<file path="src/rtl/mem_arbiter.sv">
// Shares one 6502-style memory bus between the CPU core and a DMA requester.
// DMA wins contention for at most BURST_MAX cycles before the CPU is given one slot.
module mem_arbiter #(
    parameter int BURST_MAX = 4
) (
    input  logic        clk,
    input  logic        rst_n,
    input  logic        cpu_req,
    input  logic        cpu_RW,
    input  logic [15:0] cpu_AD,
    input  logic [7:0]  cpu_D_out,
    output logic        cpu_gnt,
    output logic [7:0]  cpu_D_in,
    output logic        cpu_valid,
    input  logic        dma_req,
    input  logic        dma_RW,
    input  logic [15:0] dma_AD,
    input  logic [7:0]  dma_D_out,
    output logic        dma_gnt,
    output logic [7:0]  dma_D_in,
    output logic        dma_valid,
    output logic        mem_RW,
    output logic [15:0] mem_AD,
    output logic [7:0]  mem_D_out,
    input  logic [7:0]  mem_D_in
);

    typedef enum logic [1:0] {
        OWNER_NONE = 2'd0,
        OWNER_CPU  = 2'd1,
        OWNER_DMA  = 2'd2
    } owner_t;

    localparam logic [3:0] BURST_LIMIT = 4'(BURST_MAX);

    logic [3:0] burst_cnt;
    owner_t     rd_owner;
    logic       dma_wins;

    always_comb begin
        dma_wins = dma_req && (!cpu_req || (burst_cnt < BURST_LIMIT));
        dma_gnt  = rst_n && dma_wins;
        cpu_gnt  = rst_n && cpu_req && !dma_wins;
    end

    // An ungranted cycle issues a harmless read of address 0 whose data is ignored.
    always_comb begin
        mem_RW    = 1'b1;
        mem_AD    = 16'h0000;
        mem_D_out = 8'h00;
        if (dma_gnt) begin
            mem_RW    = dma_RW;
            mem_AD    = dma_AD;
            mem_D_out = dma_D_out;
        end else if (cpu_gnt) begin
            mem_RW    = cpu_RW;
            mem_AD    = cpu_AD;
            mem_D_out = cpu_D_out;
        end
    end

    // Gating with rst_n drops a read that was in flight when reset arrived.
    always_comb begin
        cpu_valid = rst_n && (rd_owner == OWNER_CPU);
        dma_valid = rst_n && (rd_owner == OWNER_DMA);
        cpu_D_in  = cpu_valid ? mem_D_in : 8'h00;
        dma_D_in  = dma_valid ? mem_D_in : 8'h00;
    end

    always_ff @(posedge clk) begin
        if (!rst_n) begin
            burst_cnt <= 4'd0;
            rd_owner  <= OWNER_NONE;
        end else begin
            if (dma_gnt)
                burst_cnt <= (burst_cnt >= BURST_LIMIT) ? BURST_LIMIT : burst_cnt + 4'd1;
            else
                burst_cnt <= 4'd0;

            if (dma_gnt && dma_RW)
                rd_owner <= OWNER_DMA;
            else if (cpu_gnt && cpu_RW)
                rd_owner <= OWNER_CPU;
            else
                rd_owner <= OWNER_NONE;
        end
    end

endmodule

</file>
<file path="config.mk">
export PLATFORM = sky130hd
export DESIGN_NAME = mem_arbiter
export DESIGN_NICKNAME = d
export VERILOG_FILES = /design/src/rtl/mem_arbiter.sv
export SDC_FILE = /design/constraint.sdc
export NUM_CORES = 1
export LEC_CHECK = 0
export ABC_AREA = 1
export BUFFER_PORTS_ARGS = -buffer_cell sky130_fd_sc_hd__clkbuf_2
export CAP_MARGIN = 20
export CORE_MARGIN = 10
export CORE_UTILIZATION = 33
export CTS_CLUSTER_SIZE = 24
export DETAILED_ROUTE_END_ITERATION = 8
export PLACE_DENSITY = 0.87
export SETUP_SLACK_MARGIN = 0.1
export SYNTH_ARGS = -nofsm -noshare
export SYNTH_HDL_FRONTEND = slang
export SYNTH_SLANG_ARGS = --single-unit
</file>
<file path="constraint.sdc">
create_clock -name clk -period 2 [get_ports clk]
set_clock_uncertainty 0.1 [all_clocks]
set_input_delay 0.6 -clock clk [delete_from_list [all_inputs] [get_ports clk]]
set_output_delay 0.6 -clock clk [all_outputs]
set_load 0.02 [all_outputs]
</file>
==> flow_metrics.tcl, run 1 <==
set metrics [dict create \
    synth_xor_area_share_pct 0 \
    cts.sinks 6 \
    synth-compound-area-share_pct 1.81 \
    numCtsBuffers 3 \
    syn_area_per_cell_um2 6.20 \
    status "aborted with a tool error" \
    synth-seq-cells 6 \
    routabilityCongestion 0.729 \
    error "[ERROR DPL-0033] detailed placement checks failed during check placement." \
    grt_max_degree 23 \
    synthSimpleGateAreaFrac_pct 67.2 \
    synth_area_leader_cell "nand3_2" \
    pre_cts_slack_ns -0.193 \
    synthMuxAreaShare_pct 0 \
    yosys.area.top_type_share_pct 22.3 \
    failed_stage "global routing" \
    synth_top_family_by_area "simple AND/OR/NAND/NOR gates" \
    yosys-top-cells-area "nand3_2, nand4_1, dfxtp_1" \
    synth.distinct_cells 17 \
    die_w_um 72.2 \
    htreeDepth 1 \
    place_inst 285 \
    synth-edff-count 0 \
    antenna_found_initial 0 \
    port_buffers 106 \
    cts_max_path_buffers 2 \
    syn-cell-area_um2 900 \
    synthCells 145 \
    ys_seq_area_share_pct 13.4 \
    worst_endpoint_kind "output port" \
    io_pins 107 \
    start_util_pct 35.3 \
    die_height_um 72.2 \
    worst_endpoint "mem_RW" \
    syn_nets 208 \
    synthArstFlopShare_pct 0 \
    root_buffer "clkbuf_4" \
    holdBufCountCts 0 \
    synth_flop_cell "dfxtp_1" \
    ys_warn_count 0 \
    synth_fa_ha_area_share_pct 1.39 \
    num_rows 18 \
    hpwl_mm 3.70 \
]
[cell families after synthesis]
kind of cell	count (synthesis)
adders and majority gates	1
other	1
buffers and inverters	30
and+or+nand+nor	106
DFF	6
AOI/OAI and AO/OA	1
[repair_timing]
item | 4_1_cts
endpoints found under the hold margin | 0
gates cloned | 4
pin swaps | 11
setup endpoints to repair | 45
buffers inserted | 3
gates resized for setup | 107
[per-stage QoR]
stage | instance area [µm²] | utilization, % | hold slack [ns]
CTS | 2230 | 87.8 | 0.332
detailed placement | 1670 | 65.7 | 0.326
global placement | 1670 | 65.7 | 0.313
floorplan | 1040 | - | 0.299
[synth_stat cells (2+ instances only)]
master and number:
buf_2 6, buf_4 2, buf_6 2, clkbuf_1 2, dfxtp_1 6, inv_1 17, nand2_1 30, nand3_1 6
nand3_2 20, nand4_1 26, nor2_1 22
==> run 2: changes to the inputs <==
- CORE_AREA: not set -> 10 10 71 73
- CORE_MARGIN: 10 -> not set
- CORE_UTILIZATION: 33 -> not set
- CTS_CLUSTER_SIZE: 24 -> not set
- DIE_AREA: not set -> 0 0 81 83
- PLACE_DENSITY: 0.87 -> not set
- PLACE_DENSITY_LB_ADDON: not set -> 0.15
- SETUP_SLACK_MARGIN: 0.1 -> not set
==> run 2 against run 1 <==
Against the previous run: the flow now finishes, with violations (negative setup slack); synthesized area is the same; synthesized cell count did not move.
==> flow_metrics.tcl, run 2 <==
set metrics [dict create \
    status "finished with violations" \
    violations "negative setup slack" \
    yosys-top-cells-area "nand3_2, nand4_1, dfxtp_1" \
    yosys.area.top_type_share_pct 22.3 \
    num_vias 1409 \
    htreeDepth 1 \
    drive_gt1_share_pct 75.2 \
    grt_pass1_wl_mm 6.53 \
    routedWlPerCell_um 15.0 \
    numCtsBuffers 3 \
    synth.distinct_cells 17 \
    drc 0 \
    area_growth_pct 136 \
    design.final.nets 327 \
    ant_nets 0 \
    final_cell_mix "clkbuf_2, buf_6, nand4_1" \
    crit_family "flip-flops" \
    dieArea_mm2 0.00672 \
    die_height_um 83 \
    drt_first_pass_iters 4 \
    post_dp_cell_area_mm2 0.00159 \
    fin_crit_sh_pct 103 \
    path_cells "o21ai_4 -> nand2_4 -> buf_12 -> nand3_2 -> nand2_2 -> buf_6" \
    root_buffer "clkbuf_8" \
    finalHoldViolations 0 \
    overflow 0 \
    cts.sinks 6 \
    grt_usage_pct 11.6 \
    syn_nets 208 \
    drt_iter0_drc 33 \
    synth_flop_cell "dfxtp_1" \
    whs_ns 0.320 \
    cts_max_path_buffers 2 \
    final_common_cell "clkbuf_2" \
    crit_path_start_kind "flip-flop" \
    synthArstFlopShare_pct 0 \
    timing.fmax_mhz 485 \
    coreArea_mm2 0.00363 \
    routabilityCongestion 0.718 \
    syn-cell-area_um2 900 \
    grt_max_degree 28 \
    n_antenna_cell 0 \
    port_buffers 106 \
    clk_pin_slew_ns 0.04 \
    setup_viol_count_final 26 \
    path_buf_inv 2 \
    wl_mm 4.65 \
    antenna_found_initial 0 \
    fillerInstances 363 \
    synth-seq-cells 6 \
    endpoint_kind "output pin" \
    ys_seq_area_share_pct 13.4 \
    cpPeakStageDelay_ns 0.32 \
    start_util_pct 24.8 \
    hold_class "flip-flop to flip-flop" \
    slowest_stage "dfxtp_2" \
    yosysMostFrequentCell "nand2_1" \
    cp.required_ns 1.30 \
    cts_tree "done" \
    regMostFlops "burst_cnt" \
    cp_max_fo 8 \
    clock_latency_ns 0.22 \
    ys_warn_count 0 \
    hpwl_mm 3.60 \
    power.density_mw_per_mm2 344 \
    io_pins 107 \
    arrival_ns 1.36 \
    leakage_nw 1.15 \
    power_mw 0.731 \
    cap_violations 0 \
    vias_per_cell 4.55 \
    top_regs "burst_cnt x4, rd_owner x2" \
    path_class "flip-flop to output pin" \
    max-vdd-ir-drop_mv 0.420 \
    synth_area_leader_cell "nand3_2" \
    rsz0062_at_grt "yes" \
    synthTopCellsByCount "nand2_1, nand4_1, nor2_1" \
    syn_area_per_cell_um2 6.20 \
    largest_register_ffs 4 \
    design_area_mm2 0.00212 \
    setup_slack_ns -0.0633 \
    grt_pass1_vias 1303 \
    num_rows 22 \
    die_w_um 81 \
    synth-edff-count 0 \
    slew_viol_final 0 \
    holdBufCountCts 0 \
    synthCells 145 \
    fin_crit_ns 2.06 \
]
## run 2: cell counts after synthesis
Identical to the previous run, type by type.
## run 2: logic make-up (layout without fill, tap and decap cells)
family          Yosys count  in the layout  synth area share, %
flops                     6              6                 13.4
simple gates            106            107                 67.2
other cells               1              1                0.417
fa+ha+maj                 1              1                 1.39
compound gates            1              1                 1.81
buf+inv                  30            146                 15.9
## run 2: power by group
group          total [mW]  switching [mW]  internal [mW]  leakage, nW
Clock               0.180          0.0511          0.129       0.0216
Sequential          0.130         0.00505          0.125       0.0496
Combinational       0.421           0.211          0.210         1.08
## run 2: per-stage QoR
| step | setup slack (ns) | util, % | setup TNS [ns] | cells |
|---|---|---|---|---|
| floorplan | -0.0507 | - | -1.25 | 145 |
| global placement | -0.137 | 43.8 | -4.88 | 300 |
| detailed placement | -0.159 | 43.8 | -5.27 | 300 |
| CTS | -0.0752 | 48.1 | -1.50 | 306 |
| global route | -0.122 | 58.4 | -2.79 | 310 |
| finish | -0.0633 | 58.4 | -1.15 | 310 |
## run 2: per-layer routing
metal,vias up,global-route usage (%),share of wire [%]
li1,724,-,-
met2,49,21.5,55
met1,632,11.6,36
met3,4,5.17,9.0
met4,0,2.03,0.78
met5,-,0,0
## run 2: timing repair
item,CTS,global route
resized for setup,22,149
setup buffers,2,2
cloned,1,2
pin swaps,1,9
setup endpoints to repair,45,43
## run 2: worst paths after layout
path | startpoint | endpoint | slack [ns] | cells past startpoint
setup / recovery | burst_cnt[2] | mem_D_out[7] | -0.06 | 6
hold / removal | burst_cnt[0] | burst_cnt[0] | 0.32 | 1
setup reg to reg | burst_cnt[2] | rd_owner[0] | 0.72 | 6
hold reg to reg | burst_cnt[0] | burst_cnt[0] | 0.32 | 1
## run 2: final cells by class
class / instances / area, µm² / area share, %
inverters: 18 / 68.8 / 3.24
repair buffers: 125 / 1020 / 48.0
multi-input cells: 110 / 811 / 38.2
clock buffers: 3 / 41.3 / 1.94
well taps: 48 / 60.1 / 2.83
flip-flops and latches: 6 / 123 / 5.77
Power figures use the tool's default switching activity.
==> run 3: changes to the inputs <==
- ABC_AREA: 1 -> 0
- REMOVE_ABC_BUFFERS: not set -> 1
- SLEW_MARGIN: not set -> 25
==> run 3 against run 2 <==
Against the previous run: register-to-register slack better by 0.07 ns; clock power down 2%; sequential cell count is the same; power up 2.9%; sequential share of layout area up 0.18 points; critical path depth is 1 lower; the run still ends with negative setup slack left; synthesized area is 5.6% lower; non-clock buffer count up 6; critical path type is now input port to output pin; first-iteration DRC count rose by 91%; wire length rose by 14%; count of clock-buffer cells in the layout stayed put; worst setup slack lost 0.12 ns.
==> flow_metrics.tcl, run 3 <==
set metrics [dict create \
    slowest_stage "o32a_1" \
    regMostFlops "burst_cnt" \
    setup_viol_count_final 26 \
    instances_no_fill 296 \
    routabilityCongestion 0.849 \
    place_inst 280 \
    endpoint_kind "output pin" \
    power.density_mw_per_mm2 365 \
    clk_pin_slew_ns 0.04 \
    met2_length_mm 2.35 \
    final_cell_mix "clkbuf_2, nand3_1, buf_6" \
    fin_crit_ns 2.18 \
    synth-edff-count 0 \
    status "finished with violations" \
    fin_crit_sh_pct 109 \
    overflow 0 \
    die_w_um 81 \
    numCtsBuffers 3 \
    synthMuxAreaShare_pct 0 \
    cts.sinks 6 \
    coreArea_mm2 0.00363 \
    wl_mm 5.29 \
    routedWlPerCell_um 17.9 \
    synth_flop_cell "dfxtp_1" \
    synth_fa_ha_area_share_pct 1.47 \
    netSwitchingFraction_pct 35.6 \
    synth.distinct_cells 21 \
    area_growth_pct 142 \
    hpwl_mm 3.60 \
    cp_max_fo 7 \
    design.final.nets 313 \
    cp_common_cell "buf_6" \
    path_cells "buf_6 -> nor3b_4 -> buf_6 -> o32a_1 -> clkbuf_8" \
    final_common_cell "clkbuf_2" \
    start_util_pct 23.4 \
    synthSimpleGateAreaFrac_pct 51.7 \
    switchingPower_mw 0.267 \
    ant_nets 0 \
    met1_length_mm 2.05 \
    synthTopCellsByCount "nand3_1, o22ai_1, and2_1" \
    seqPwrFrac_pct 17.5 \
    synthArstFlopShare_pct 0 \
    yosysMostFrequentCell "nand3_1" \
    finalHoldViolations 0 \
    fillerInstances 353 \
    synth-seq-cells 6 \
    cts_max_path_buffers 2 \
    synth_xor_area_share_pct 0 \
    antenna_found_initial 0 \
    slew_viol_final 0 \
    path_class "input port to output pin" \
    synth-compound-area-share_pct 19.7 \
    syn-cell-area_um2 850 \
    port_buffers 106 \
    die_height_um 83 \
    p_int_mw 0.485 \
    htreeDepth 1 \
    n_antenna_cell 0 \
    synth_top_family_by_area "simple AND/OR/NAND/NOR gates" \
    drt_first_pass_iters 4 \
    arrival_ns 1.48 \
    dr_wl_met3_um 794 \
    drive_gt1_share_pct 64.1 \
    num_vias 1514 \
    yosys-top-cells-area "nand3_1, o22ai_1, dfxtp_1" \
    timing.fmax_mhz 458 \
    grt_usage_pct 12.1 \
    cts_tree "done" \
    hold_start "burst_cnt[0]" \
    syn_area_per_cell_um2 6.49 \
    power_mw 0.752 \
    grt_pass1_vias 1437 \
    ys_seq_area_share_pct 14.1 \
    cp.required_ns 1.30 \
    synth_area_leader_cell "nand3_1" \
    hold_class "flip-flop to flip-flop" \
    cpPeakStageDelay_ns 0.34 \
    ys_warn_count 0 \
    rsz0062_at_grt "yes" \
    highest_layer "met4" \
    vias_per_cell 5.11 \
    violations "negative setup slack" \
    clock_latency_ns 0.22 \
    crit_path_start_kind "input port" \
    num_rows 22 \
    yosys.area.top_type_share_pct 28.3 \
    combPwrFrac_pct 59.1 \
    grt_pass1_wl_mm 6.77 \
    drt_iter0_drc 63 \
    largest_register_ffs 4 \
    layout.area.seq_um2 123 \
    p_clk_share_pct 23.4 \
    synthCells 131 \
    top_regs "burst_cnt x4, rd_owner x2" \
    setup_slack_ns -0.184 \
    leakage_nw 0.988 \
    root_buffer "clkbuf_8" \
    max-vdd-ir-drop_mv 0.197 \
    drc 0 \
    multi_input_area_um2 818 \
    startpoint "dma_req" \
    cap_violations 0 \
    dieArea_mm2 0.00672 \
    io_pins 107 \
    r2r_start "burst_cnt[3]" \
    holdBufCountCts 0 \
    grt_max_degree 27 \
]
[run 3: path summary, 6_finish.rpt]
check | end | slack, ns | cells past startpoint
setup / recovery | mem_RW | -0.18 | 5
hold / removal | burst_cnt[0] | 0.32 | 1
setup reg to reg | rd_owner[0] | 0.79 | 4
hold reg to reg | burst_cnt[0] | 0.32 | 1
[run 3: cell families after synthesis]
kind of cell,after synthesis
buffers and inverters,19
other,1
AND/OR/NAND/NOR,78
flip-flops,6
adder cells (fa/ha/maj),1
AO/OA/AOI/OAI,26
[run 3: through the flow]
| step | setup WS [ns] | utilization, % | hold WS [ns] | TNS, ns | area (µm²) |
|---|---|---|---|---|---|
| global placement | -0.192 | 41.3 | 0.321 | -7.23 | 1500 |
| detailed placement | -0.196 | 41.3 | 0.328 | -7.67 | 1500 |
| floorplan | -0.265 | - | 0.308 | -5.95 | 743 |
| finish | -0.184 | 56.7 | 0.323 | -2.84 | 2060 |
| global route | -0.197 | 56.7 | 0.357 | -3.74 | 2060 |
| CTS | -0.157 | 43.6 | 0.327 | -3.56 | 1590 |
[run 3: power by group through the flow]
stage	logic [mW]	clock network [mW]	registers, mW
finish	0.445	0.176	0.132
global route	0.475	0.189	0.132
CTS	0.319	0.182	0.131
detailed placement	0.312	0	0.132
global placement	0.312	0	0.131
floorplan	0.127	0	0.130
[run 3: critical path: cells and delay by family]
family,cells,cell delay [ns]
AND/OR/NAND/NOR,1,0.15
buffers and inverters,3,0.38
AO/OA/AOI/OAI,1,0.34
[run 3: layout make-up]
class	instances	area share (%)
repair buffers	131	49.4
clock buffers	3	2.00
multi-input cells	108	39.7
flip-flops and latches	6	5.95
well taps	48	2.92
[run 3: per-layer routing]
metal / up-vias / global-route usage [%]
met4: 0 / 4.85
met1: 670 / 14.9
li1: 729 / -
met5: - / 0
met2: 107 / 16.9
met3: 8 / 6.68
[run 3: what timing repair did]
item,4_1_cts,5_1_grt
endpoints found under the setup margin,45,43
buffers inserted,0,7
gates resized for setup,8,113
pin swaps,3,11
cloned,2,5
hold endpoints to repair,0,0
==> run 4: changes to the inputs <==
- clock period: 2 -> 2.5 ns (I/O delays scaled with it)
==> run 4 against run 3 <==
Against the previous run: worst setup slack better by 0.20 ns; largest cell class unchanged; combinational power down 45%; sequential cell count unchanged; die area unchanged; utilization down 14 points; power down 34%; the flow now finishes without violations.
==> flow_metrics.tcl, run 4 (synthesized netlist as in run 3, its figures left out) <==
set metrics [dict create \
    cp_max_fo 13 \
    routabilityCongestion 0.848 \
    timing.fmax_mhz 403 \
    vias_per_cell 4.81 \
    hold_class "flip-flop to flip-flop" \
    slew_viol_final 0 \
    endpoint_kind "output pin" \
    top_regs "burst_cnt x4, rd_owner x2" \
    rsz0062_at_grt "yes" \
    cp.required_ns 1.65 \
    ant_nets 0 \
    design_area_mm2 0.00154 \
    grt_usage_pct 12.0 \
    io_pins 107 \
    drt_first_pass_iters 4 \
    dieArea_mm2 0.00672 \
    power.density_mw_per_mm2 321 \
    coreArea_mm2 0.00363 \
    routedWlPerCell_um 15.3 \
    fin_crit_ns 2.48 \
    clock_latency_ns 0.22 \
    fin_crit_sh_pct 99.2 \
    root_buffer "clkbuf_8" \
    crit_path_start_kind "input port" \
    grt_pass1_wl_mm 6.73 \
    overflow 0 \
    fillerInstances 435 \
    port_buffers 106 \
    tns_ns 0 \
    arrival_ns 1.63 \
    die_height_um 83 \
    setup_viol_count_final 0 \
    grt_max_degree 27 \
    pre_cts_slack_ns 0.0149 \
    hold_start "burst_cnt[0]" \
    drc 0 \
    cts_tree "done" \
    final_cell_mix "clkbuf_2, nand3_1, o22ai_1" \
    regMostFlops "burst_cnt" \
    cts.sinks 6 \
    numCtsBuffers 3 \
    die_w_um 81 \
    hold_end "burst_cnt[0]" \
    setup_slack_ns 0.0189 \
    wl_mm 4.32 \
    clk_pin_slew_ns 0.04 \
    r2r_cells 3 \
    max-vdd-ir-drop_mv 0.120 \
    slowest_stage "o32a_1" \
    grt_pass1_vias 1431 \
    status "finished, final reports clean" \
    antenna_found_initial 0 \
    path_class "input port to output pin" \
    r2r-end "rd_owner[0]" \
    htreeDepth 1 \
    cpPeakStageDelay_ns 0.31 \
    final_common_cell "clkbuf_2" \
    design.final.nets 299 \
    min_path_cells 1 \
    hpwl_mm 3.61 \
    start_util_pct 23.4 \
    drt_iter0_drc 49 \
    r2r_slack_ns 1.37 \
    drive_gt1_share_pct 53.8 \
    leakage_nw 0.805 \
    cts_max_path_buffers 2 \
    largest_register_ffs 4 \
    num_vias 1357 \
    num_rows 22 \
    path_cells "clkbuf_2 -> nor3b_4 -> buf_12 -> o32a_1 -> buf_2" \
    cap_violations 0 \
    area_growth_pct 81.0 \
    n_antenna_cell 0 \
    finalHoldViolations 0 \
    post_dp_cell_area_mm2 0.00148 \
    r2r_start "burst_cnt[3]" \
]
==> run 4: power breakdown <==
group | leakage [nW] | internal (mW) | switching, mW
combinational | 0.734 | 0.110 | 0.135
clock | 0.0216 | 0.103 | 0.0420
sequential | 0.0492 | 0.100 | 0.00388
total | 0.805 | 0.313 | 0.181
==> run 4: worst max path at each step <==
stage / start / endpoint / cells after the start
after CTS: rst_n / cpu_D_in[0] / 5
after floorplan: dma_req / mem_RW / 2
final: dma_req / mem_RW / 5
after global routing: dma_req / mem_RW / 5
after detailed placement: rst_n / cpu_D_in[0] / 5
after global placement: dma_req / mem_RW / 5
==> run 4: cell type report <==
cell class	count	area [µm²]	share of cell area, %
timing repair buffer	119	689	44.8
multi-input combinational	106	627	40.8
sequential	6	120	7.81
tap	48	60.1	3.91
clock buffer	3	41.3	2.69
==> run 4: per-layer routing <==
| metal | track usage, % | vias to the layer above | share of wire, % |
|---|---|---|---|
| li1 | - | 693 | - |
| met3 | 7.11 | 4 | 17 |
| met4 | 4.23 | 0 | 1.1 |
| met2 | 17.0 | 85 | 41 |
| met1 | 14.5 | 575 | 41 |
| met5 | 0 | - | 0 |
==> run 4: critical path, delay by kind of cell <==
| family | cells | cell delay, ns |
|---|---|---|
| and+or+nand+nor | 1 | 0.16 |
| AOI/OAI and AO/OA | 1 | 0.31 |
| buffers and inverters | 3 | 0.40 |
==> run 4: what timing repair did <==
| action | in CTS | in global routing |
|---|---|---|
| buffers inserted | 0 | 0 |
| gates resized for setup | 0 | 8 |
| setup endpoints to repair | 0 | 40 |
| hold buffers | 0 | 0 |
==> run 4: stage by stage <==
step                hold WS, ns  cells  power [mW]  utilization [%]
finish                    0.332    282       0.494             42.3
floorplan                 0.308    112       0.206                -
CTS                       0.332    282       0.502             41.9
global placement          0.319    279       0.351             40.8
global route              0.362    282       0.531             42.3
detailed placement        0.323    279       0.350             40.8
